==> config.mk <==
export PLATFORM = sky130hd
export DESIGN_NAME = pocket_pad_encoder
export DESIGN_NICKNAME = d
export VERILOG_FILES = /design/src/rtl/pocket_pad_encoder.sv
export SDC_FILE = /design/constraint.sdc
export NUM_CORES = 1
export LEC_CHECK = 0
export BUFFER_PORTS_ARGS = -buffer_cell sky130_fd_sc_hd__buf_2
export CAP_MARGIN = 40
export CORE_ASPECT_RATIO = 0.6
export CORE_MARGIN = 8
export CORE_UTILIZATION = 35
export CTS_BUF_LIST = sky130_fd_sc_hd__clkbuf_8
export DETAILED_ROUTE_END_ITERATION = 8
export GPL_ROUTABILITY_DRIVEN = 0
export PLACE_DENSITY = 0.72
export SLEW_MARGIN = 10
export SYNTH_ARGS = -nofsm -noshare
export SYNTH_HDL_FRONTEND = slang
export SYNTH_SLANG_ARGS = --single-unit
==> constraint.sdc <==
create_clock -name clk_sys -period 1.9 [get_ports clk_sys]
set_clock_uncertainty 0.15 [all_clocks]
set_input_delay 0.095 -clock clk_sys [delete_from_list [all_inputs] [get_ports clk_sys]]
set_output_delay 0.095 -clock clk_sys [all_outputs]
set_load 0.1 [all_outputs]
==> src/rtl/pocket_pad_encoder.sv <==
// -----------------------------------------------------------------------------
// pocket_pad_encoder
//
// Builds Analogue Pocket controller words (cont_key / cont_joy) from discrete
// button and direction state. On an accepted frame strobe it samples the
// buttons and the left-stick direction, SOCD-cleans both, moves the synthetic
// left-stick analog values toward their targets and offers the word pair to a
// consumer through a valid/ready handshake.
//
// Configuration macro: POCKET_PAD_SLEW_EN
//   defined   - lx/ly ramp toward their target by SLEW_STEP per accepted strobe
//   undefined - lx/ly load their target directly (SLEW_STEP unused)
//
// Parameters:
//   PAD_TYPE    - value placed in cont_key[31:29]
//   SLEW_STEP   - per-strobe analog step, legal range 1..8'h80
//
// Ports:
//   clk_sys      in   1  system clock, rising edge
//   reset_n      in   1  asynchronous active-low reset
//   frame_stb    in   1  one-cycle sample request
//   key_in       in  16  button bitmap ([0] up, [1] down, [2] left, [3] right ...)
//   stick_dir    in   4  left-stick request {right, left, down, up}
//   word_ready   in   1  consumer accepts the current words
//   word_valid   out  1  words hold an unconsumed sample
//   cont_key     out 32  {PAD_TYPE, 13'h0, key[15:0]}
//   cont_joy     out 32  {ry, rx, ly, lx}
//   overrun_cnt  out  8  saturating count of dropped strobes
// -----------------------------------------------------------------------------
module pocket_pad_encoder #(
  parameter logic [2:0] PAD_TYPE  = 3'd1,
  parameter logic [7:0] SLEW_STEP = 8'h20
) (
  input  logic        clk_sys,
  input  logic        reset_n,
  input  logic        frame_stb,
  input  logic [15:0] key_in,
  input  logic [3:0]  stick_dir,
  input  logic        word_ready,
  output logic        word_valid,
  output logic [31:0] cont_key,
  output logic [31:0] cont_joy,
  output logic [7:0]  overrun_cnt
);

  localparam logic [7:0] STICK_MIN = 8'h00;
  localparam logic [7:0] STICK_MID = 8'h80;
  localparam logic [7:0] STICK_MAX = 8'hFF;

  typedef enum logic [0:0] {
    ST_IDLE = 1'b0,
    ST_PEND = 1'b1
  } state_e;

  // Elaboration-time guard on the slew step range.
  if ((SLEW_STEP == 8'h00) || (SLEW_STEP > 8'h80)) begin : g_bad_slew_step
    $error("pocket_pad_encoder: SLEW_STEP must be in 1..8'h80");
  end

  // Opposing directions cancel: bit layout {right, left, down, up} is shared by
  // the low nibble of key_in and by stick_dir.
  function automatic logic [3:0] socd_clean(input logic [3:0] dir);
    logic [3:0] res;
    res[1:0] = (dir[1:0] == 2'b11) ? 2'b00 : dir[1:0];
    res[3:2] = (dir[3:2] == 2'b11) ? 2'b00 : dir[3:2];
    return res;
  endfunction

  // Analog target for one axis from its cleaned negative/positive requests.
  function automatic logic [7:0] axis_target(input logic neg, input logic pos);
    logic [7:0] res;
    if (neg) begin
      res = STICK_MIN;
    end else if (pos) begin
      res = STICK_MAX;
    end else begin
      res = STICK_MID;
    end
    return res;
  endfunction

`ifdef POCKET_PAD_SLEW_EN
  // One slew step toward tgt, clamped at tgt. 9-bit math keeps the sums from
  // wrapping near 8'h00 / 8'hFF.
  function automatic logic [7:0] slew_toward(input logic [7:0] cur, input logic [7:0] tgt);
    logic [8:0] up_sum;
    logic [8:0] dn_lim;
    logic [7:0] res;
    up_sum = {1'b0, cur} + {1'b0, SLEW_STEP};
    dn_lim = {1'b0, tgt} + {1'b0, SLEW_STEP};
    if (cur < tgt) begin
      res = (up_sum > {1'b0, tgt}) ? tgt : up_sum[7:0];
    end else if (cur > tgt) begin
      res = ({1'b0, cur} < dn_lim) ? tgt : (cur - SLEW_STEP);
    end else begin
      res = cur;
    end
    return res;
  endfunction
`endif

  state_e      state_q, state_d;
  logic [15:0] key_q, key_d;
  logic [7:0]  lx_q, lx_d;
  logic [7:0]  ly_q, ly_d;
  logic [7:0]  overrun_q, overrun_d;

  logic        load_s;
  logic [3:0]  dir_clean_s;
  logic [7:0]  lx_tgt_s;
  logic [7:0]  ly_tgt_s;

  // Handshake state machine, strobe acceptance and word construction.
  always_comb begin
    state_d     = state_q;
    key_d       = key_q;
    lx_d        = lx_q;
    ly_d        = ly_q;
    overrun_d   = overrun_q;
    load_s      = 1'b0;
    dir_clean_s = socd_clean(stick_dir);
    lx_tgt_s    = axis_target(dir_clean_s[2], dir_clean_s[3]);
    ly_tgt_s    = axis_target(dir_clean_s[0], dir_clean_s[1]);

    case (state_q)
      ST_IDLE: begin
        // word_ready is ignored while nothing is pending.
        if (frame_stb) begin
          load_s  = 1'b1;
          state_d = ST_PEND;
        end else begin
          state_d = ST_IDLE;
        end
      end
      ST_PEND: begin
        if (frame_stb && word_ready) begin
          // Handshake and new sample in the same cycle: not an overrun.
          load_s  = 1'b1;
          state_d = ST_PEND;
        end else if (frame_stb) begin
          // Strobe lands on an unconsumed word: drop it and count it.
          state_d   = ST_PEND;
          overrun_d = (overrun_q == 8'hFF) ? overrun_q : (overrun_q + 8'd1);
        end else if (word_ready) begin
          state_d = ST_IDLE;
        end else begin
          state_d = ST_PEND;
        end
      end
      default: begin
        state_d = ST_IDLE;
      end
    endcase

    if (load_s) begin
      key_d = {key_in[15:4], socd_clean(key_in[3:0])};
`ifdef POCKET_PAD_SLEW_EN
      lx_d  = slew_toward(lx_q, lx_tgt_s);
      ly_d  = slew_toward(ly_q, ly_tgt_s);
`else
      lx_d  = lx_tgt_s;
      ly_d  = ly_tgt_s;
`endif
    end else begin
      key_d = key_q;
      lx_d  = lx_q;
      ly_d  = ly_q;
    end
  end

  // State and word registers; reset returns to centred sticks, no keys.
  always_ff @(posedge clk_sys or negedge reset_n) begin
    if (!reset_n) begin
      state_q   <= ST_IDLE;
      key_q     <= 16'h0000;
      lx_q      <= STICK_MID;
      ly_q      <= STICK_MID;
      overrun_q <= 8'h00;
    end else begin
      state_q   <= state_d;
      key_q     <= key_d;
      lx_q      <= lx_d;
      ly_q      <= ly_d;
      overrun_q <= overrun_d;
    end
  end

  assign word_valid  = (state_q == ST_PEND);
  assign cont_key    = {PAD_TYPE, 13'h0000, key_q};
  assign cont_joy    = {STICK_MID, STICK_MID, ly_q, lx_q};
  assign overrun_cnt = overrun_q;

endmodule

==> out/metrics.cfg <==
[outcome]
outcome = finished, final reports clean

[power]
p_total_w = 0.00332
powerDensity_nw_per_um2 = 1580
switching_share_pct = 58.9
p_switching_w = 0.00195
cellLeakagePower_nw = 1.10
peakVddDrop_mv = 0.619
pwr-share-clk_pct = 16.7
internal_power_w = 0.00137
pwr-share-comb_pct = 56.8
power.share.sequential_pct = 26.5

[placement]
hpwlAfterDp_mm = 2.89
dp.cells = 250
place_ws_ns = 0.262
placed_cell_area_um2 = 1830
port_buffers = 64

[grt]
gr-total-overflow = 0
grtUsageTotal_pct = 11.1
antenna_found_initial = 0
grt_pass1_vias = 1298
grt_max_degree = 30
grt_pass1_wl_mm = 6.58

[clock_network]
path_clk_slew_ns = 0.06
cts_resized = 0
clockBufferDepth = 2
cts.sinks = 29
htreeDepth = 2
worst_skew_pair.late_latency_ns = 0.27
cts_tree = done
cts_made_buffers = 5
cts_root_buf = clkbuf_8

[floorplanning]
core-area_um2 = 4560
die_w_um = 105
dieArea_um2 = 7250
die_height_um = 69.2
start_util_pct = 36.2
fp-row-count = 19
ios = 97

[route]
wl_met2_mm = 2.02
dr.pass1.iters = 4
route.vias.total = 1150
drc = 0
viasPerCell = 4.18
wl_per_cell_um = 14.1
m1WireLength_mm = 1.51
maxUsedRoutingLayer = met4
drt-initial-drc-count = 60
met3_length_um = 300
drtAntennaViolNets = 0
drt-total-wl_mm = 3.89

[sta]
fin_crit_sh_pct = 87.3
setup_viol = 0
hold_viol_final = 0
worstMarginPinSlew_ns = 0.640
max_slew_margin_pct = 57.3
final.setup.tns_ns = 0
slew_violations = 0
rsz0062_at_grt = no
period_minus_slack_ns = 1.66
fin_ws_ns = 0.241
max_freq_ghz = 0.603

[flow_run]
cap_violations = 0

[finish]
final_common_cell = buf_2
antenna_cells = 0
seq_area_um2 = 739
final_cell_mix = buf_2, conb_1, dfrtp_1
nets = 236
n_fill_cell = 459
multi_input_area_um2 = 677
finalInstanceArea_um2 = 2100
drive_above_1_share_pct = 51.4
stdcell_count = 275
area_delta_synth_final_pct = 26.9

[setup_path]
worst-setup-path-type = flip-flop to flip-flop
path_cells = ha_1 > nand4b_2 > nor3_1 > mux2_1
crit-reg2reg-launch = overrun_cnt[0]
reg2reg_depth = 4
cp-start-kind = flip-flop
critPathArrivalTime_ns = 1.66
crit_slowest_cell = dfrtp_2
endpoint_kind = flip-flop
required_ns = 1.91
critical_path.max_stage_delay_ns = 0.39
crit_fanout = 4
rrSetupSlack_ns = 0.24
reg2reg_to = overrun_cnt[6]

[synthesis]
synth-edff-count = 0
avgSynthCellArea_um2 = 11.9
netlist_area_um2 = 1650
synth_cell_types = 32
async_flop_share_pct = 100
netlist_instances = 139
synth.yosys.seq_area_share_pct = 44.1
yosysWarnings = 0
synth-seq-cells = 29
synthFlopType = dfrtp_1

[min_path]
hp-start = word_ready
holdPathStages = 3
min_path_type = primary input to flip-flop
holdPathEnd = overrun_cnt[2]

[layout make-up]
cell class	instances	share of cell area (%)
well taps	63	3.76
clock inverters	1	0.239
multi-input cells	91	32.3
inverters	3	0.537
clock buffers	7	4.59
repair buffers	81	23.4
flip-flops and latches	29	35.2
[through the flow]
stage	hold WS [ns]	utilization, %
floorplan	-0.351	-
global placement	0.0292	40.0
detailed placement	0.0209	40.0
CTS	0.0240	46.0
global route	0.0419	46.0
finish	0.0313	46.0
[how the worst max path moves through the flow]
stage                               from             end  slack [ns]  depth (start not counted)
after CTS                 overrun_cnt[1]  overrun_cnt[6]        0.25                          4
after global placement    overrun_cnt[0]  overrun_cnt[1]        0.31                          4
after global routing      overrun_cnt[0]  overrun_cnt[6]        0.14                          4
final                     overrun_cnt[0]  overrun_cnt[6]        0.24                          4
after detailed placement  overrun_cnt[0]  overrun_cnt[6]        0.26                          4
after floorplan           overrun_cnt[0]  overrun_cnt[6]       -0.04                          4
[Yosys cell counts, drive strengths merged, types with 2 or more instances]
| cell | instances | area share (%) |
|---|---|---|
| buf | 46 | 21 |
| dfrtp | 27 | 41 |
| mux2 | 21 | 17 |
| nand2 | 5 | 1.6 |
| nor2b | 4 | 1.5 |
| a211oi | 3 | 1.7 |
| a21oi | 3 | 0.91 |
| inv | 3 | 0.68 |
| xor2 | 3 | 1.6 |
| a41oi | 2 | 1.1 |
| conb | 2 | 0.45 |
| dfstp | 2 | 3.2 |
| nand2b | 2 | 0.91 |
| nand3 | 2 | 0.61 |
| nor2 | 2 | 0.45 |
| nor3 | 2 | 0.61 |
[critical path: cells and delay by family, from the launching register on]
kind          cells  cell delay (ns)
mux               1             0.34
fa+ha+maj         1             0.24
flops             1             0.39
simple gates      2             0.43
[sequential cells by signal (all words and copies together) (netlist names)]
register / count
overrun_cnt: 8
key_q: 16
ly_q: 2
word_valid: 1
lx_q: 2
[logic make-up (layout without fill, tap and decap cells)]
group	after synthesis	count (layout)	share of synthesized area, %
xor+xnor	4	4	2.12
fa+ha+maj	1	1	0.757
other cells	2	32	0.454
compound gates	10	10	4.39
mux	21	21	16.8
flops	29	29	44.1
buf+inv	49	92	21.8
simple gates	23	23	9.61
[power by group through the flow]
stage | sequential, W | clock (W) | combinational [W]
2_1_floorplan | 0.00175 | 0 | 0.000831
3_3_place_gp | 0.000877 | 0 | 0.00185
3_5_place_dp | 0.000890 | 0 | 0.00186
4_1_cts | 0.000879 | 0.000577 | 0.00189
5_1_grt | 0.000902 | 0.000611 | 0.00194
6_report | 0.000878 | 0.000555 | 0.00189
[what timing repair did]
item | in CTS | in global routing
hold buffers | 17 | 0
endpoints found under the hold margin | 41 | 0
buffers inserted | 0 | 0
[layer usage]
metal	track usage, %	vias to the layer above
met2	19.7	44
met4	4.72	0
met5	0	-
met1	11.3	567
li1	-	535
met3	4.64	4
(Power assumes the default switching activity.)
